--- src/rtl/mmio_uart_tx.sv ---
// Memory-mapped UART transmitter: TXDATA at BASE_ADDR, STATUS/CTRL at BASE_ADDR+4, 8-entry FIFO, 8N1 framing.
// Define MMIO_UART_PARITY_EN to insert an even-parity bit (8E1 framing).
module mmio_uart_tx #(
  parameter logic [31:0] BASE_ADDR    = 32'h0000_1000,
  parameter int          CLKS_PER_BIT = 16,
  parameter int          FIFO_DEPTH   = 8
) (
  input  logic        i_clk,
  input  logic        i_rst_p,
  input  logic        i_MemWrite,
  input  logic [31:0] i_DataAdr,
  input  logic [31:0] i_WriteData,
  output logic [31:0] o_ReadData,
  output logic        o_tx,
  output logic        o_busy,
  output logic        o_fifo_full,
  output logic        o_overflow
);
  localparam int AW = $clog2(FIFO_DEPTH);
  localparam int CW = $clog2(FIFO_DEPTH + 1);
  localparam int BW = $clog2(CLKS_PER_BIT);
  localparam logic [BW-1:0] BAUD_LOAD = BW'(CLKS_PER_BIT - 1);

  typedef enum logic [2:0] {
    IDLE,
    START,
    DATA,
`ifdef MMIO_UART_PARITY_EN
    PARITY,
`endif
    STOP
  } state_t;

  state_t          state_q, state_n;
  logic [BW-1:0]   baud_q, baud_n;
  logic [2:0]      idx_q, idx_n;
  logic [7:0]      shift_q, shift_n;
  logic            par_q, par_n;
  logic            tx_q, tx_n;
  logic            pop, push, start_frame;

  logic [7:0]      mem [FIFO_DEPTH];
  logic [AW-1:0]   wr_ptr, rd_ptr;
  logic [CW-1:0]   count;
  logic            ovf_q;
  logic            empty, full, busy;
  logic            wr_data_sel, wr_ctrl_sel;
  logic [31:0]     count_w;
  logic [3:0]      cnt_disp;
  logic            unused_wdata;

  assign unused_wdata = ^i_WriteData[31:8];

  assign wr_data_sel = i_MemWrite && (i_DataAdr == BASE_ADDR);
  assign wr_ctrl_sel = i_MemWrite && (i_DataAdr == BASE_ADDR + 32'd4);
  assign empty       = (count == '0);
  assign full        = (count == CW'(FIFO_DEPTH));
  // A full FIFO still accepts a byte when the FSM pops on the same edge.
  assign push        = wr_data_sel && (!full || pop);
  assign busy        = (state_q != IDLE) || !empty;

  always_comb begin
    state_n     = state_q;
    baud_n      = baud_q;
    idx_n       = idx_q;
    shift_n     = shift_q;
    par_n       = par_q;
    tx_n        = tx_q;
    start_frame = 1'b0;
    pop         = 1'b0;
    case (state_q)
      IDLE: begin
        tx_n = 1'b1;
        if (!empty) start_frame = 1'b1;
      end
      START: begin
        if (baud_q != '0) baud_n = baud_q - 1'b1;
        else begin
          baud_n  = BAUD_LOAD;
          idx_n   = 3'd0;
          state_n = DATA;
          tx_n    = shift_q[0];
        end
      end
      DATA: begin
        if (baud_q != '0) baud_n = baud_q - 1'b1;
        else begin
          baud_n = BAUD_LOAD;
          if (idx_q == 3'd7) begin
`ifdef MMIO_UART_PARITY_EN
            state_n = PARITY;
            tx_n    = par_q;
`else
            state_n = STOP;
            tx_n    = 1'b1;
`endif
          end else begin
            shift_n = {1'b0, shift_q[7:1]};
            idx_n   = idx_q + 3'd1;
            tx_n    = shift_q[1];
          end
        end
      end
`ifdef MMIO_UART_PARITY_EN
      PARITY: begin
        if (baud_q != '0) baud_n = baud_q - 1'b1;
        else begin
          baud_n  = BAUD_LOAD;
          state_n = STOP;
          tx_n    = 1'b1;
        end
      end
`endif
      STOP: begin
        if (baud_q != '0) baud_n = baud_q - 1'b1;
        else if (!empty) start_frame = 1'b1;
        else begin
          state_n = IDLE;
          tx_n    = 1'b1;
        end
      end
      default: begin
        state_n = IDLE;
        tx_n    = 1'b1;
      end
    endcase
    // Pop and launch the start bit on the same edge, so frames run back to back.
    if (start_frame) begin
      pop     = 1'b1;
      shift_n = mem[rd_ptr];
      par_n   = ^mem[rd_ptr];
      baud_n  = BAUD_LOAD;
      state_n = START;
      tx_n    = 1'b0;
    end
  end

  always_ff @(posedge i_clk or posedge i_rst_p) begin
    if (i_rst_p) begin
      state_q <= IDLE;
      baud_q  <= '0;
      idx_q   <= '0;
      shift_q <= '0;
      par_q   <= 1'b0;
      tx_q    <= 1'b1;
    end else begin
      state_q <= state_n;
      baud_q  <= baud_n;
      idx_q   <= idx_n;
      shift_q <= shift_n;
      par_q   <= par_n;
      tx_q    <= tx_n;
    end
  end

  always_ff @(posedge i_clk or posedge i_rst_p) begin
    if (i_rst_p) begin
      wr_ptr <= '0;
      rd_ptr <= '0;
      count  <= '0;
      ovf_q  <= 1'b0;
    end else begin
      if (push) wr_ptr <= wr_ptr + 1'b1;
      if (pop)  rd_ptr <= rd_ptr + 1'b1;
      case ({push, pop})
        2'b10:   count <= count + 1'b1;
        2'b01:   count <= count - 1'b1;
        default: count <= count;
      endcase
      if (wr_data_sel && !push)                ovf_q <= 1'b1;
      else if (wr_ctrl_sel && i_WriteData[0])  ovf_q <= 1'b0;
    end
  end

  always_ff @(posedge i_clk) begin
    if (push) mem[wr_ptr] <= i_WriteData[7:0];
  end

  assign count_w  = 32'(count);
  assign cnt_disp = (count_w > 32'd15) ? 4'hF : count_w[3:0];

  always_comb begin
    o_ReadData = 32'h0;
    if (i_DataAdr == BASE_ADDR + 32'd4)
      o_ReadData = {24'h0, cnt_disp, ovf_q, busy, full, empty};
  end

  assign o_tx        = tx_q;
  assign o_busy      = busy;
  assign o_fifo_full = full;
  assign o_overflow  = ovf_q;
endmodule

--- config.mk ---
export PLATFORM = sky130hd
export DESIGN_NAME = mmio_uart_tx
export DESIGN_NICKNAME = d
export VERILOG_FILES = /design/src/rtl/mmio_uart_tx.sv
export SDC_FILE = /design/constraint.sdc
export NUM_CORES = 1
export LEC_CHECK = 0
export ABC_AREA = 0
export CELL_PAD_IN_SITES_DETAIL_PLACEMENT = 0
export CELL_PAD_IN_SITES_GLOBAL_PLACEMENT = 1
export CORE_MARGIN = 2
export CORE_UTILIZATION = 40
export DETAILED_ROUTE_END_ITERATION = 10
export PLACE_DENSITY_LB_ADDON = 0.1
export SLEW_MARGIN = 10
export SYNTH_ARGS = -nofsm -noshare
export SYNTH_HDL_FRONTEND = slang
export SYNTH_SLANG_ARGS = --single-unit
--- constraint.sdc ---
create_clock -name i_clk -period 2.9 [get_ports i_clk]
set_input_delay 0.435 -clock i_clk [delete_from_list [all_inputs] [get_ports i_clk]]
set_output_delay 0.435 -clock i_clk [all_outputs]
set_load 0.01 [all_outputs]
==> results of run 1 <==
flip-flops by register name, indices dropped and copies added (netlist names):
signal	flops
mem	64
shift_q	8
baud_q	4
count	4
idx_q	3
rd_ptr	3
wr_ptr	3
state_q	2
o_overflow	1
o_tx	1
cell usage after synthesis, types with 2 or more instances:
| cell type | n | area share [%] |
|---|---|---|
| nor2_1 | 12 | 1.0 |
| dfrtp_1 | 28 | 16 |
| nor4_4 | 3 | 1.4 |
| nand2b_1 | 2 | 0.28 |
| a22o_1 | 5 | 0.98 |
| edfxtp_1 | 64 | 43 |
| buf_2 | 3 | 0.34 |
| nor4_2 | 2 | 0.56 |
| o22ai_1 | 3 | 0.42 |
| mux2i_1 | 11 | 2.5 |
| clkbuf_1 | 4 | 0.34 |
| nor3_1 | 6 | 0.67 |
| a211oi_1 | 7 | 1.2 |
| and2_1 | 6 | 0.84 |
| mux2_2 | 2 | 0.50 |
| inv_1 | 14 | 1.2 |
| nand2_1 | 14 | 1.2 |
| o21ai_0 | 8 | 0.90 |
| nor4b_2 | 2 | 0.67 |
| nor2b_1 | 8 | 1.1 |
| buf_4 | 24 | 4.0 |
| a21oi_1 | 9 | 1.0 |
| nor4_1 | 6 | 0.84 |
| ha_1 | 11 | 3.1 |
| mux4_2 | 16 | 8.1 |
| xor2_1 | 3 | 0.59 |
| xnor2_1 | 4 | 0.78 |
| buf_6 | 2 | 0.50 |
| nand3_1 | 6 | 0.67 |
through the flow:
| step | area, µm² | utilization, % | TNS (ps) | hold slack, ps | power (µW) |
|---|---|---|---|---|---|
| 2_1_floorplan | 4560 | - | 0 | 458 | 1680 |
| 3_3_place_gp | 5250 | 48.2 | -239 | 477 | 1770 |
| 3_5_place_dp | 5250 | 48.2 | -144 | 482 | 1780 |
| 4_1_cts | 5450 | 50.1 | 0 | 470 | 2620 |
| 5_1_grt | 5510 | 50.6 | 0 | 490 | 2710 |
| 6_report | 5510 | 50.6 | 0 | 453 | 2590 |
critical path, stage by stage:
cell and delay [ps]:
clkdlybuf4s50_1 400, nor4_1 300, nand4_1 260, buf_4 210, buf_4 130, nor4_1 180, dlygate4sd2_1 320
worst min path at each step:
stage	from	end	slack [ps]	depth (start not counted)
after floorplan	wr_ptr[2]	wr_ptr[2]	460	1
after global placement	wr_ptr[2]	wr_ptr[2]	480	1
after detailed placement	wr_ptr[2]	wr_ptr[2]	480	1
after CTS	i_rst_p	wr_ptr[2]	470	2
after global routing	i_rst_p	wr_ptr[2]	490	2
final	i_rst_p	count[2]	450	2
power groups by stage:
stage / clock, µW / sequential (µW) / combinational [µW]
after global placement: 0 / 1550 / 214
after detailed placement: 0 / 1560 / 221
final: 841 / 1530 / 219
after global routing: 925 / 1540 / 251
after CTS: 874 / 1530 / 221
after floorplan: 0 / 1550 / 138
per-layer routing:
| layer | GRT usage [%] | up-vias |
|---|---|---|
| li1 | - | 1293 |
| met1 | 19.3 | 1328 |
| met2 | 27.2 | 62 |
| met3 | 3.73 | 6 |
| met4 | 4.07 | 0 |
| met5 | 0 | - |
kinds of logic (layout without fill, tap and decap cells):
family / count (synthesis) / count (layout)
buffers and inverters: 47 / 115
AO/OA/AOI/OAI: 41 / 41
AND/OR/NAND/NOR: 77 / 77
adder cells (fa/ha/maj): 12 / 12
multiplexers: 30 / 30
XOR/XNOR: 7 / 7
flip-flops: 93 / 93
other: 1 / 24
layout make-up:
type,instances,share of cell area [%]
Clock buffer,9,2.25
Clock inverter,7,1.39
Inverter,14,0.955
Multi-Input combinational cell,191,29.8
Sequential cell,93,48.1
Tap cell,140,3.18
Timing Repair Buffer,85,14.3
timing repair:
action                                  CTS  global route
resized for setup                         3             8
endpoints found under the setup margin    5             6
pin swaps                                 0             2
buffers inserted                          0             3
hold endpoints to repair                  0             0
==> metrics.yaml, run 1 <==
cts.sinks: 93
synthCells: 308
die_h_um: 110
syn_avg_cell_area_um2: 14.5
final-seq-area_um2: 2650
synth_xor_area_share_pct: 1.37
ctsHoldBuffers: 0
path_clk_slew_ps: 90
synthMuxAreaShare_pct: 11.4
r2r_end: "count[3]"
startpoint_type: "primary input"
wl_met3_um: 392
clock_latency_ps: 360
synth_area_um2: 4470
num_vias: 2689
nets: 473
worstRegToRegCells: 10
drt_iter0_drc: 82
mostFrequentLayoutCells: "edfxtp_1, clkdlybuf4s50_1, buf_4"
finalCriticalPeriod_ps: 2680
dp_cells: 520
drt-vias-per-instance: 4.99
wl_mm: 8.49
die_width_um: 110
antenna_found_initial: 0
max-cap-violations: 0
track_usage_pct: 15.5
ys_ff_latch: 93
cts_tree: "yes"
layout.cells.non_filler: 539
status: "finished, final reports clean"
root_buffer: "clkbuf_8"
slew_violations: 0
p_int_uw: 1950
drt-met1-wl_mm: 3.60
drive_gt1_share_pct: 21.1
p_comb_share_pct: 8.5
ant_nets: 0
grt_remaining_overflow: 0
setup_viol: 0
synth_top_family_by_area: "simple AND/OR/NAND/NOR gates"
r2r_setup_slack_ps: 340
power_density_nw_per_um2: 470
numCtsBuffers: 9
arrival_ps: 2240
dr.pass1.iters: 4
first_global_vias: 2754
highest-signal-layer: "met4"
yosysWarnings: 0
std_cell_rows: 38
dp_slack_ps: -36.8
routedWlPerCell_um: 15.7
cts.path.max_buffers: 2
multi_input_area_um2: 1640
r2r-start: "baud_q[0]"
synthSimpleGateAreaFrac_pct: 11.7
synth_fa_ha_area_share_pct: 3.53
yosysUniqueCellTypes: 52
hold_violations: 0
async_flop_share_pct: 31.2
rsz0062_at_grt: "no"
io_buffers: 54
drc: 0
fmax_mhz: 374
h-tree-depth: 3
p_leak_uw: 0.00222
finalCritPeriodShare_pct: 92.3
swShare_pct: 24.6
yosys_most_used_dff: "edfxtp_1"
fp.dieArea_um2: 12000
postLayoutSetupSlackWorst_ps: 223
crit_path_end_kind: "primary output"
place.gp.congestion: 0.740
fillers: 946
path_max_fanout: 3
synth-edff-count: 64
fin_skew_ps: 7.26
grt_max_degree: 27
detailedPlacementHpwl_mm: 6.21
p_clk_share_pct: 32.5
path_class: "primary input to primary output"
hold_class: "primary input to async pin"
start_util_pct: 41.1
core-area_um2: 10900
io_pins: 103
antenna_cells: 0
cp.required_ps: 2470
dr_wl_met2_mm: 4.42
worst_pin_slew_ps: 788
final_common_cell: "edfxtp_1"
grt_pass1_wl_mm: 13.8
ys_seq_area_share_pct: 59.2
p_sw_uw: 637
syn2layout_area_growth_pct: 23.1
slew_headroom_pct: 47.5
cp-endpoint: "o_ReadData[4]"
crit_start: "i_DataAdr[22]"
synth_compound_area_share_pct: 6.35
seq_power_share_pct: 59.0
ir_worst_vdd_mv: 0.322
No activity file was read; power rests on OpenSTA's default activity.
==> run 2: changes to the inputs <==
--- a/config.mk
+++ b/config.mk
@@ -11,7 +11,8 @@
 export CORE_MARGIN = 2
 export CORE_UTILIZATION = 40
 export DETAILED_ROUTE_END_ITERATION = 10
-export PLACE_DENSITY_LB_ADDON = 0.1
+export PLACE_DENSITY = 0.87
+export REMOVE_ABC_BUFFERS = 1
 export SLEW_MARGIN = 10
 export SYNTH_ARGS = -nofsm -noshare
 export SYNTH_HDL_FRONTEND = slang
==> run 2 against run 1 <==
Highest routed layer unchanged. Final area is 1.1% lower. Critical endpoint is now o_ReadData[6]. Cell count is 2.0% lower. Sequential cell count stayed put.
==> metrics.yaml, run 2 (synthesis gave the netlist of run 1 again) <==
status: "finished, final reports clean"
drt-vias-per-instance: 5.06
drt_iter0_drc: 111
std_cell_rows: 38
regMostFlops: "mem"
max-cap-violations: 0
routedWlPerCell_um: 15.7
drive_gt1_share_pct: 19.3
path_clk_slew_ps: 100
critPathMostFrequentCell: "clkdlybuf4s50_1"
stdcell_area_um2: 5440
slew_violations: 0
fillers: 902
fin_skew_ps: 10.9
final_common_cell: "edfxtp_1"
finalCritPeriodShare_pct: 96.4
num_vias: 2670
h-tree-depth: 3
track_usage_pct: 14.9
numCtsBuffers: 9
slew_headroom_pct: 54.5
syn2layout_area_growth_pct: 21.8
wl_mm: 8.27
cpPeakStageDelay_ps: 590
setup_viol: 0
fmax_mhz: 358
path_max_fanout: 3
antenna_found_initial: 0
grt_max_degree: 30
place_area_um2: 5170
finalCriticalPeriod_ps: 2800
start_util_pct: 41.1
hold_violations: 0
crit_path_end_kind: "primary output"
ant_nets: 0
rsz0062_at_grt: "no"
path_buf_inv: 3
io_buffers: 54
fin_util_pct: 50.0
grt_pass1_wl_mm: 13.4
root_buffer: "clkbuf_8"
mostFrequentLayoutCells: "edfxtp_1, clkdlybuf4s50_1, dfrtp_1"
drc: 0
cts.sinks: 93
cts.path.max_buffers: 2
cp.required_ps: 2470
layout_top_registers: "mem x64, shift_q x8"
largest_reg_flops: 64
io_pins: 103
path_cells: "clkdlybuf4s50_1 > nor4_4 > nand4_2 > buf_4 > nor4_1 > clkdlybuf4s50_1"
fp.dieArea_um2: 12000
p_leak_uw: 0.00217
die_width_um: 110
startpoint_type: "primary input"
slowest_stage: "clkdlybuf4s50_1"
path_class: "primary input to primary output"
power_density_nw_per_um2: 480
hold_class: "primary input to async pin"
first_global_vias: 2576
clock_latency_ps: 360
ir_worst_vdd_mv: 0.341
antenna_cells: 0
die_h_um: 110
arrival_ps: 2360
critical_path.top_delay_family: "buffers and inverters"
detailedPlacementHpwl_mm: 5.84
nets: 462
dr.pass1.iters: 4
core-area_um2: 10900
cts_tree: "yes"
place.gp.congestion: 0.786
worst_pin_slew_ps: 683
grt_remaining_overflow: 0
[run 2: final cells by class]
class                           count  area (µm²)  area share [%]
Sequential cell                    93        2650            48.7
Timing Repair Buffer               74         708            13.0
Inverter                           14        52.6           0.965
Clock inverter                      7        88.8            1.63
Tap cell                          140         175            3.22
Multi-Input combinational cell    191        1650            30.2
Clock buffer                        9         124            2.28
[run 2: routing by layer]
layer  vias up  GRT usage, %  wire [µm]
met5         -             0          0
met4         0          3.44         72
met3         8          3.73        290
met2        59          25.8       4410
met1      1332          18.7       3500
li1       1271             -          -
[run 2: where the power goes]
group | internal, µW | switching [µW]
clock network | 350 | 518
registers | 1490 | 37.9
logic | 122 | 100
[run 2: per-stage QoR]
step,hold WS (ps),power [µW],std cells,TNS [ps],worst slack [ps]
final,452,2610,528,0,103
after global routing,464,2720,528,0,5.51
after CTS,458,2630,527,0,20.1
after detailed placement,479,1780,510,-391,-78.2
after global placement,475,1770,510,-402,-90.6
after floorplan,458,1660,298,0,231
[run 2: worst paths after layout]
path                               from             to  slack, ps  cells past startpoint
hold reg to reg               wr_ptr[2]      wr_ptr[2]        500                      1
setup / recovery           i_DataAdr[8]  o_ReadData[6]        100                      6
setup reg to reg             state_q[0]       count[3]        390                      9
hold / removal                  i_rst_p      baud_q[1]        450                      3
min in group i_clk            wr_ptr[2]      wr_ptr[2]        500                      1
max in group asynchronous       i_rst_p           o_tx       2130                      3
[run 2: worst min-delay path, cell delays in order]
cell and delay [ps]:
clkdlybuf4s50_1 400, inv_1 50, buf_4 360
[run 2: what timing repair did]
action	in CTS	in global routing
resized for setup	1	10
hold buffers	0	0
setup endpoints to repair	5	9
pin swaps	1	2
setup buffers	1	1
